[src/rtl/v_dmem_port.sv]
// Vector load/store responder: turns one vector memory request into
// one-word-per-cycle accesses on a single-port, synchronous-read data memory.
module v_dmem_port #(
  parameter int DATA_W = 32,
  parameter int ADDR_W = 12
) (
  input  logic              clk,
  input  logic              nrst,
  input  logic [3:0]        v_lsu_op,
  input  logic              req_valid,
  output logic              req_ready,
  input  logic [31:0]       base_addr,
  input  logic [31:0]       stride,
  input  logic [2:0]        elem_cnt,
  input  logic [DATA_W-1:0] v_store_data_0,
  input  logic [DATA_W-1:0] v_store_data_1,
  input  logic [DATA_W-1:0] v_store_data_2,
  input  logic [DATA_W-1:0] v_store_data_3,
  output logic [DATA_W-1:0] v_load_data_0,
  output logic [DATA_W-1:0] v_load_data_1,
  output logic [DATA_W-1:0] v_load_data_2,
  output logic [DATA_W-1:0] v_load_data_3,
  output logic              done,
  output logic              err,
  output logic              busy,
  output logic [ADDR_W-1:0] dmem_addr,
  output logic              dmem_wr_en,
  output logic [DATA_W-1:0] dmem_wr_data,
  input  logic [DATA_W-1:0] dmem_rd_data
);

  typedef enum logic [1:0] {S_IDLE, S_RUN, S_DRAIN, S_DONE} state_t;

  state_t            r_state;
  logic              r_is_store;
  logic [31:0]       r_addr;
  logic [31:0]       r_stride;
  logic [2:0]        r_n;
  logic [2:0]        r_k;
  logic [DATA_W-1:0] r_st [4];
  logic              r_rd_pend;
  logic [1:0]        r_rd_slot;
  logic              r_cap;
  logic [1:0]        r_cap_slot;
  logic [DATA_W-1:0] r_ld [4];
  logic              r_done;
  logic              r_err;
  logic              r_wr_en;
  logic [ADDR_W-1:0] r_dmem_addr;
  logic [DATA_W-1:0] r_wr_data;

  logic              w_accept;
  logic              w_is_store;
  logic              w_is_strided;
  logic              w_err;
  logic [31:0]       w_stride_eff;
  logic [31:0]       w_next_addr;
  logic [1:0]        w_k_next;

  assign w_accept     = req_valid && (r_state == S_IDLE);
  assign w_is_store   = (v_lsu_op == 4'h2) || (v_lsu_op == 4'h4);
  assign w_is_strided = (v_lsu_op == 4'h3) || (v_lsu_op == 4'h4);
  assign w_err        = (v_lsu_op == 4'h0) || (v_lsu_op > 4'h4) || (elem_cnt > 3'd4) ||
                        (base_addr[1:0] != 2'b00) || (w_is_strided && (stride[1:0] != 2'b00));
  assign w_stride_eff = w_is_strided ? stride : 32'd4;
  // Running address replaces the k*stride product with one add per beat.
  assign w_next_addr  = r_addr + r_stride;
  assign w_k_next     = r_k[1:0] + 2'd1;

  // NOTE: the store buffer is pure datapath, only read after a fresh accept, so it has no reset.
  always_ff @(posedge clk) begin
    if (w_accept) begin
      r_st[0] <= v_store_data_0;
      r_st[1] <= v_store_data_1;
      r_st[2] <= v_store_data_2;
      r_st[3] <= v_store_data_3;
    end
  end

  // NOTE: all state is updated with non-blocking assignments so every register samples pre-edge values.
  always_ff @(posedge clk) begin
    if (nrst) begin
      r_state     <= S_IDLE;
      r_is_store  <= 1'b0;
      r_addr      <= '0;
      r_stride    <= '0;
      r_n         <= '0;
      r_k         <= '0;
      r_rd_pend   <= 1'b0;
      r_rd_slot   <= '0;
      r_cap       <= 1'b0;
      r_cap_slot  <= '0;
      r_ld        <= '{default: '0};
      r_done      <= 1'b0;
      r_err       <= 1'b0;
      r_wr_en     <= 1'b0;
      r_dmem_addr <= '0;
      r_wr_data   <= '0;
    end else begin
      r_done     <= 1'b0;
      r_err      <= 1'b0;
      // Read data appears one cycle after its address; a two-stage tag tracks the slot.
      r_rd_pend  <= 1'b0;
      r_cap      <= r_rd_pend;
      r_cap_slot <= r_rd_slot;
      if (r_cap) r_ld[r_cap_slot] <= dmem_rd_data;

      unique case (r_state)
        S_IDLE: begin
          if (w_accept) begin
            r_is_store <= w_is_store;
            r_stride   <= w_stride_eff;
            r_n        <= elem_cnt;
            r_k        <= '0;
            r_addr     <= base_addr;
            if (w_err) begin
              r_state <= S_DONE;
              r_done  <= 1'b1;
              r_err   <= 1'b1;
            end else begin
              if (!w_is_store) r_ld <= '{default: '0};
              if (elem_cnt == 3'd0) begin
                r_state <= S_DONE;
                r_done  <= 1'b1;
              end else begin
                r_state     <= S_RUN;
                r_wr_en     <= w_is_store;
                r_dmem_addr <= base_addr[ADDR_W+1:2];
                if (w_is_store) begin
                  r_wr_data <= v_store_data_0;
                end else begin
                  r_rd_pend <= 1'b1;
                  r_rd_slot <= 2'd0;
                end
              end
            end
          end
        end
        S_RUN: begin
          if (r_k == r_n - 3'd1) begin
            r_wr_en <= 1'b0;
            if (r_is_store) begin
              r_state <= S_DONE;
              r_done  <= 1'b1;
            end else begin
              r_state <= S_DRAIN;
            end
          end else begin
            r_k         <= r_k + 3'd1;
            r_addr      <= w_next_addr;
            r_dmem_addr <= w_next_addr[ADDR_W+1:2];
            if (r_is_store) begin
              r_wr_data <= r_st[w_k_next];
            end else begin
              r_rd_pend <= 1'b1;
              r_rd_slot <= w_k_next;
            end
          end
        end
        S_DRAIN: begin
          r_state <= S_DONE;
          r_done  <= 1'b1;
        end
        S_DONE: r_state <= S_IDLE;
      endcase
    end
  end

  assign req_ready     = (r_state == S_IDLE);
  assign busy          = (r_state != S_IDLE);
  assign done          = r_done;
  assign err           = r_err;
  assign dmem_addr     = r_dmem_addr;
  assign dmem_wr_en    = r_wr_en;
  assign dmem_wr_data  = r_wr_data;
  assign v_load_data_0 = r_ld[0];
  assign v_load_data_1 = r_ld[1];
  assign v_load_data_2 = r_ld[2];
  assign v_load_data_3 = r_ld[3];

endmodule

[config.mk]
export PLATFORM = sky130hd
export DESIGN_NAME = v_dmem_port
export DESIGN_NICKNAME = d
export VERILOG_FILES = /design/src/rtl/v_dmem_port.sv
export SDC_FILE = /design/constraint.sdc
export NUM_CORES = 1
export LEC_CHECK = 0
export CAP_MARGIN = 20
export CORE_ASPECT_RATIO = 0.6
export CORE_UTILIZATION = 43
export CTS_CLUSTER_SIZE = 24
export DETAILED_ROUTE_END_ITERATION = 8
export GPL_TIMING_DRIVEN = 0
export MAX_ROUTING_LAYER = met4
export PLACE_DENSITY_LB_ADDON = 0.15
export SLEW_MARGIN = 20
export SYNTH_ARGS = -nofsm -noshare
export SYNTH_HDL_FRONTEND = slang
export SYNTH_SLANG_ARGS = --single-unit
[constraint.sdc]
create_clock -name clk -period 5 [get_ports clk]
set_input_delay 1.25 -clock clk [delete_from_list [all_inputs] [get_ports clk]]
set_output_delay 1.25 -clock clk [all_outputs]
set_load 0.05 [all_outputs]
* After elaboration in Yosys (flattened, before gate mapping)
Memory sizes are Yosys's and may differ from the RTL's.
Cells that the tools add are included.
** Storage, ports and cells
- Flip-flop bits (word level) :: 254
- Latch bits :: 0
- Bits in writable memories :: 128
- Bits in read-only memories :: 0
- Input bits :: 234
- Output and inout bits :: 177
- Logic and storage cells :: 132
- Memories :: 1
** Memories
- r_st :: depth 4, bits a word 32, rd ports 1, clocked after memory_dff 0, wr ports 4, line 40 : logic [DATA_W-1:0] r_st [4];
** Operators by class
- Add/sub/neg operators :: 4
- Multiply operators :: 0
- Div/mod/pow operators :: 0
- $lt $le $gt $ge :: 4
- Equal/unequal tests :: 16
- Shift-type cells :: 0
- Mux-type cells :: 61
- Bitwise operators :: 3
- Reductions and logical operators :: 24
** Operators by type and width (count)
- 128-bit two-way mux :: 5
- 32-bit two-way mux :: 10
- 128-bit bitwise mux :: 1
- 32-bit case mux with 2 select lines :: 2
- 32-bit demux with 2-bit select :: 1
- 12-bit two-way mux :: 4
- 32-bit adder :: 1
- 12-bit case mux with 2 select lines :: 1
- 2-bit two-way mux :: 10
- 1-bit two-way mux :: 19
- 2-bit != test (second input constant) :: 7
- 7-bit AND reduction :: 2
- 5-bit AND reduction :: 2
- 4-bit by 2-bit equality test with 1-bit output (second input constant) :: 2
- 2-bit case mux with 4 select lines :: 1
- 2-bit nonzero test :: 4
- 1-bit logical OR :: 6
- 3-bit two-way mux :: 2
- 3-bit case mux with 2 select lines :: 1
- 2-bit equality test (second input constant) :: 2
- 4-bit by 3-bit equality test with 1-bit output (second input constant) :: 1
- 4-bit by 3-bit > comparator with 1-bit output (second input constant) :: 1
- 4-bit zero test :: 1
- 2-bit by 1-bit != test with 1-bit output (second input constant) :: 2
- other kinds (19) :: 24

* Logic depth before layout (Yosys ltp)
- Depth in word-level cells :: 11
- Gate-level depth with buffers :: 10
- Mapped depth without buffers :: 9

* Least setup slack after synthesis
No wires, ideal clock.
- Path kind :: input-to-reg
- Start point :: input port req_valid
- End point :: memory r_st[0][0] (enable)
- Setup time :: 1.250 ns
- Data arrival time :: 3.802 ns
- Data required time :: 3.750 ns
- Setup slack :: -0.052 ns
- Stages on the path :: 2
- Buffers on the path :: 0
- Cell sequence :: nand2_1 > clkinv_1
** RTL lines
- start: declaration :: line 10 : input logic req_valid,
- end: declaration :: line 40

* Worst setup path after layout
- Start point :: register r_state[0]
- End point :: output port busy
** On the way
- Cells in the longest elaborated chain, start to end :: 1
** RTL lines
- start: declaration :: line 34 : state_t r_state;
- start signal: assignment :: line 83 : r_state <= S_IDLE;
- start signal: assignment :: line 117 : r_state <= S_DONE;
- start signal: assignment :: line 123 : r_state <= S_DONE;
- 2-bit nonzero test :: line 170 : assign busy = (r_state != S_IDLE);
- end: declaration :: line 25 : output logic busy,
No other way between the ends.

==> impl_metrics.tcl <==
set metrics [dict create \
    min_from "v_load_data_3[14]" \
    fin_tns_setup_ns 0 \
    postSynth.asyncResetShare_pct 0 \
    syn_to_final_growth_pct 39.9 \
    ctsHoldBuffers 0 \
    drc_errors 0 \
    switchingPower_mw 3.06 \
    yosysMostFrequentCell "nand2_1" \
    yosys.area.top_type "dfxtp_1" \
    power_frac_comb_pct 31.7 \
    worstPathCellList "inv_1, ha_1, clkbuf_1, inv_1, clkdlybuf4s50_1" \
    internal-power_mw 6.18 \
    dp_hpwl_mm 30.6 \
    finalHoldViolCount 0 \
    synth_area_per_cell_um2 11.0 \
    reg2reg_slack_ns 1.79 \
    start_kind "flop" \
    ys_dominant_reg_cell "dfxtp_1" \
    holdPathEnd "v_load_data_3[14]" \
    ir_drop_mv 0.271 \
    viasPerCell 5.21 \
    crit_required_ns 3.75 \
    status "complete, no violations" \
    gr-total-overflow 0 \
    fin_skew_ns 0.0155 \
    slew-limit-headroom_pct 39.6 \
    cp-end-kind "output port" \
    hold_depth 2 \
    total_power_mw 9.24 \
    grt_pass1_vias 10700 \
    cts-resized-gates 0 \
    drive_above_1_share_pct 9.18 \
    place_inst 2029 \
    worstMarginPinSlew_ns 0.906 \
    cp_num_buf_inv 4 \
    cp_max_fo 8 \
    ios 411 \
    syn_nets 1494 \
    fillers 2579 \
    cp_slowest_cell "clkdlybuf4s50_1" \
    synth.distinct_cells 58 \
    yosys-top-cells-area "dfxtp_1, edfxtp_1, nand2_1" \
    core_area_um2 31200 \
    rr_startpoint "r_state[0]" \
    clock_latency_ns 0.52 \
    seqPwrFrac_pct 39.3 \
    syn_inst 1240 \
    clkPwrFrac_pct 29.0 \
    max_cap_viol_count 0 \
    max_freq_mhz 261 \
    ys_seq_elements 346 \
    cts_buffer_depth 3 \
    hold_path_class "reg2reg" \
    path_common_cell "inv_1" \
    die_w_um 232 \
    grt_max_degree 136 \
    clk_pin_slew_ns 0.06 \
    netSwitchingFraction_pct 33.2 \
    cp_top_family "buffers and inverters" \
    via_count 10900 \
    die_area_um2 32500 \
    setup_viol 0 \
    powerDensity_nw_per_um2 484 \
    die_h_um 140 \
    max_stage_delay_ns 0.88 \
    fin_crit_ns 3.84 \
    netlist_area_um2 13600 \
    maxSlewViolCount 0 \
    synthTopCellsByCount "nand2_1, dfxtp_1, a21oi_1" \
    place_congestion 0.902 \
    antenna_found_initial 2 \
    rsz0062_at_grt "no" \
    dr.pass1.iters 5 \
    synth_edf_count 128 \
    post_drt_wl_per_cell_um 19.6 \
    synth.top_cell.area_share_pct 32.0 \
    final_antenna_net_count 0 \
    stdcell_count 2095 \
    htree_levels 2 \
    criticalPathCategory "reg2out" \
    synth_seq_area_share_pct 60.1 \
    grt_pass1_wl_mm 62.8 \
    arrival_ns 2.59 \
    drt_wl_total_mm 41.1 \
    grt.total_usage_pct 26.1 \
    num-nets-final 1904 \
    drt_iter0_drc 720 \
    clock-sinks 346 \
    initial_utilization_pct 43.7 \
    yosysWarnings 0 \
    numCtsBuffers 35 \
    tritoncts "yes" \
    startpoint "r_state[0]" \
    num_rows 50 \
    p_leak_nw 6.76 \
    r2r_end "r_addr[12]" \
    clock-root-buffer "clkbuf_16" \
    post-route-period-util_pct 76.8 \
    cts_setup_buffers 0 \
    port_buffers 373 \
    ff2ff_path_depth 6 \
]
## layer usage
layer	wire, µm	global-route usage, %	vias up
met4	1030	7.55	0
met5	0	-	-
met1	19200	37.2	5286
met3	3020	5.68	75
met2	17900	37.1	371
li1	-	-	5189
## stage by stage
step / utilization, % / area (µm²) / hold WS, ns / setup WS [ns]
2_1_floorplan: - / 13600 / 0.414 / 1.61
3_3_place_gp: 57.3 / 17900 / 0.442 / 0.362
3_5_place_dp: 57.4 / 17900 / 0.446 / 0.994
4_1_cts: 61.2 / 19100 / 0.455 / 1.16
5_1_grt: 61.2 / 19100 / 0.469 / 1.06
6_report: 61.2 / 19100 / 0.453 / 1.16
## kinds of logic (layout without fill, tap and decap cells)
| kind of cell | count (synthesis) | in the layout | synth area share, % |
|---|---|---|---|
| flops | 346 | 346 | 60.1 |
| xor+xnor | 14 | 14 | 0.999 |
| other cells | 0 | 2 | 0 |
| compound gates | 237 | 237 | 10.4 |
| fa+ha+maj | 20 | 20 | 1.89 |
| buf+inv | 95 | 532 | 3.15 |
| mux | 107 | 107 | 11.1 |
| simple gates | 421 | 421 | 12.4 |
## registers in the layout (all words and copies together), names as in the netlist, 12 cells and up
name and flops:
v_load_data_0 32, v_load_data_1 32, r_st 128, v_load_data_2 32, r_stride 14, dmem_wr_data 32
dmem_addr 12, v_load_data_3 32, r_addr 14
## final cells by class
type	instances	area (µm²)	share of cell area, %
plain buffers	80	374	1.96
repair buffers	373	3730	19.5
clock buffers	49	1010	5.31
clock inverters	15	166	0.871
well taps	416	520	2.73
diodes	2	5.00	0.0262
multi-input cells	799	5010	26.2
inverters	15	68.8	0.360
flip-flops and latches	346	8210	43.0
## power by group through the flow
| stage | registers, mW | clock network [mW] | logic, mW |
|---|---|---|---|
| 2_1_floorplan | 4.13 | 0 | 1.50 |
| 3_3_place_gp | 3.70 | 0 | 2.88 |
| 3_5_place_dp | 3.69 | 0 | 2.92 |
| 4_1_cts | 3.64 | 2.74 | 2.93 |
| 5_1_grt | 3.68 | 2.86 | 3.13 |
| 6_report | 3.63 | 2.68 | 2.92 |
## worst register-to-register path: stages (launching register included)
cell	delay [ns]
dfxtp_1	0.44
ha_1	0.26
clkbuf_1	0.53
buf_1	0.62
buf_1	0.63
a31oi_1	0.33
a211oi_1	0.31
## how the worst max path moves through the flow
stage / cells past startpoint / endpoint / slack, ns
5_1_grt: 5 / busy / 1.06
3_3_place_gp: 5 / done / 0.36
4_1_cts: 5 / busy / 1.16
3_5_place_dp: 8 / v_load_data_0[29] / 0.99
2_1_floorplan: 4 / done / 1.61
6_report: 5 / busy / 1.16
## cell usage in the layout (no fill, tap or decap), types with 3 or more instances in the layout
master           netlist  routed
a22oi_1               13      13
inv_1                 14      14
or3_1                  6       6
nand3_1               10      10
ha_1                  19      19
nand2b_1               4       4
mux2i_1               41      41
edfxtp_1             128     128
clkbuf_8               0       8
buf_2                 14      14
bufinv_16              0       3
clkdlybuf4s50_1        0     373
o21bai_1               3       3
a21oi_1              148     148
dfxtp_1              218     218
inv_6                  0       3
a21o_1                 5       5
nor3_1                 5       5
nand2_1              283     283
mux2_2                34      34
xnor2_1                8       8
a211oi_1              29      29
buf_12                 3       3
nor2_1                93      93
or2_2                  3       3
clkbuf_16              0      35
xor2_1                 5       5
clkbuf_1              52      56
clkinv_2               0       5
o21ai_0               13      13
a31oi_1                6       6
nor2b_1                6       6
mux4_2                32      32
buf_1                 10      10
No activity file was read; power rests on OpenSTA's default activity.
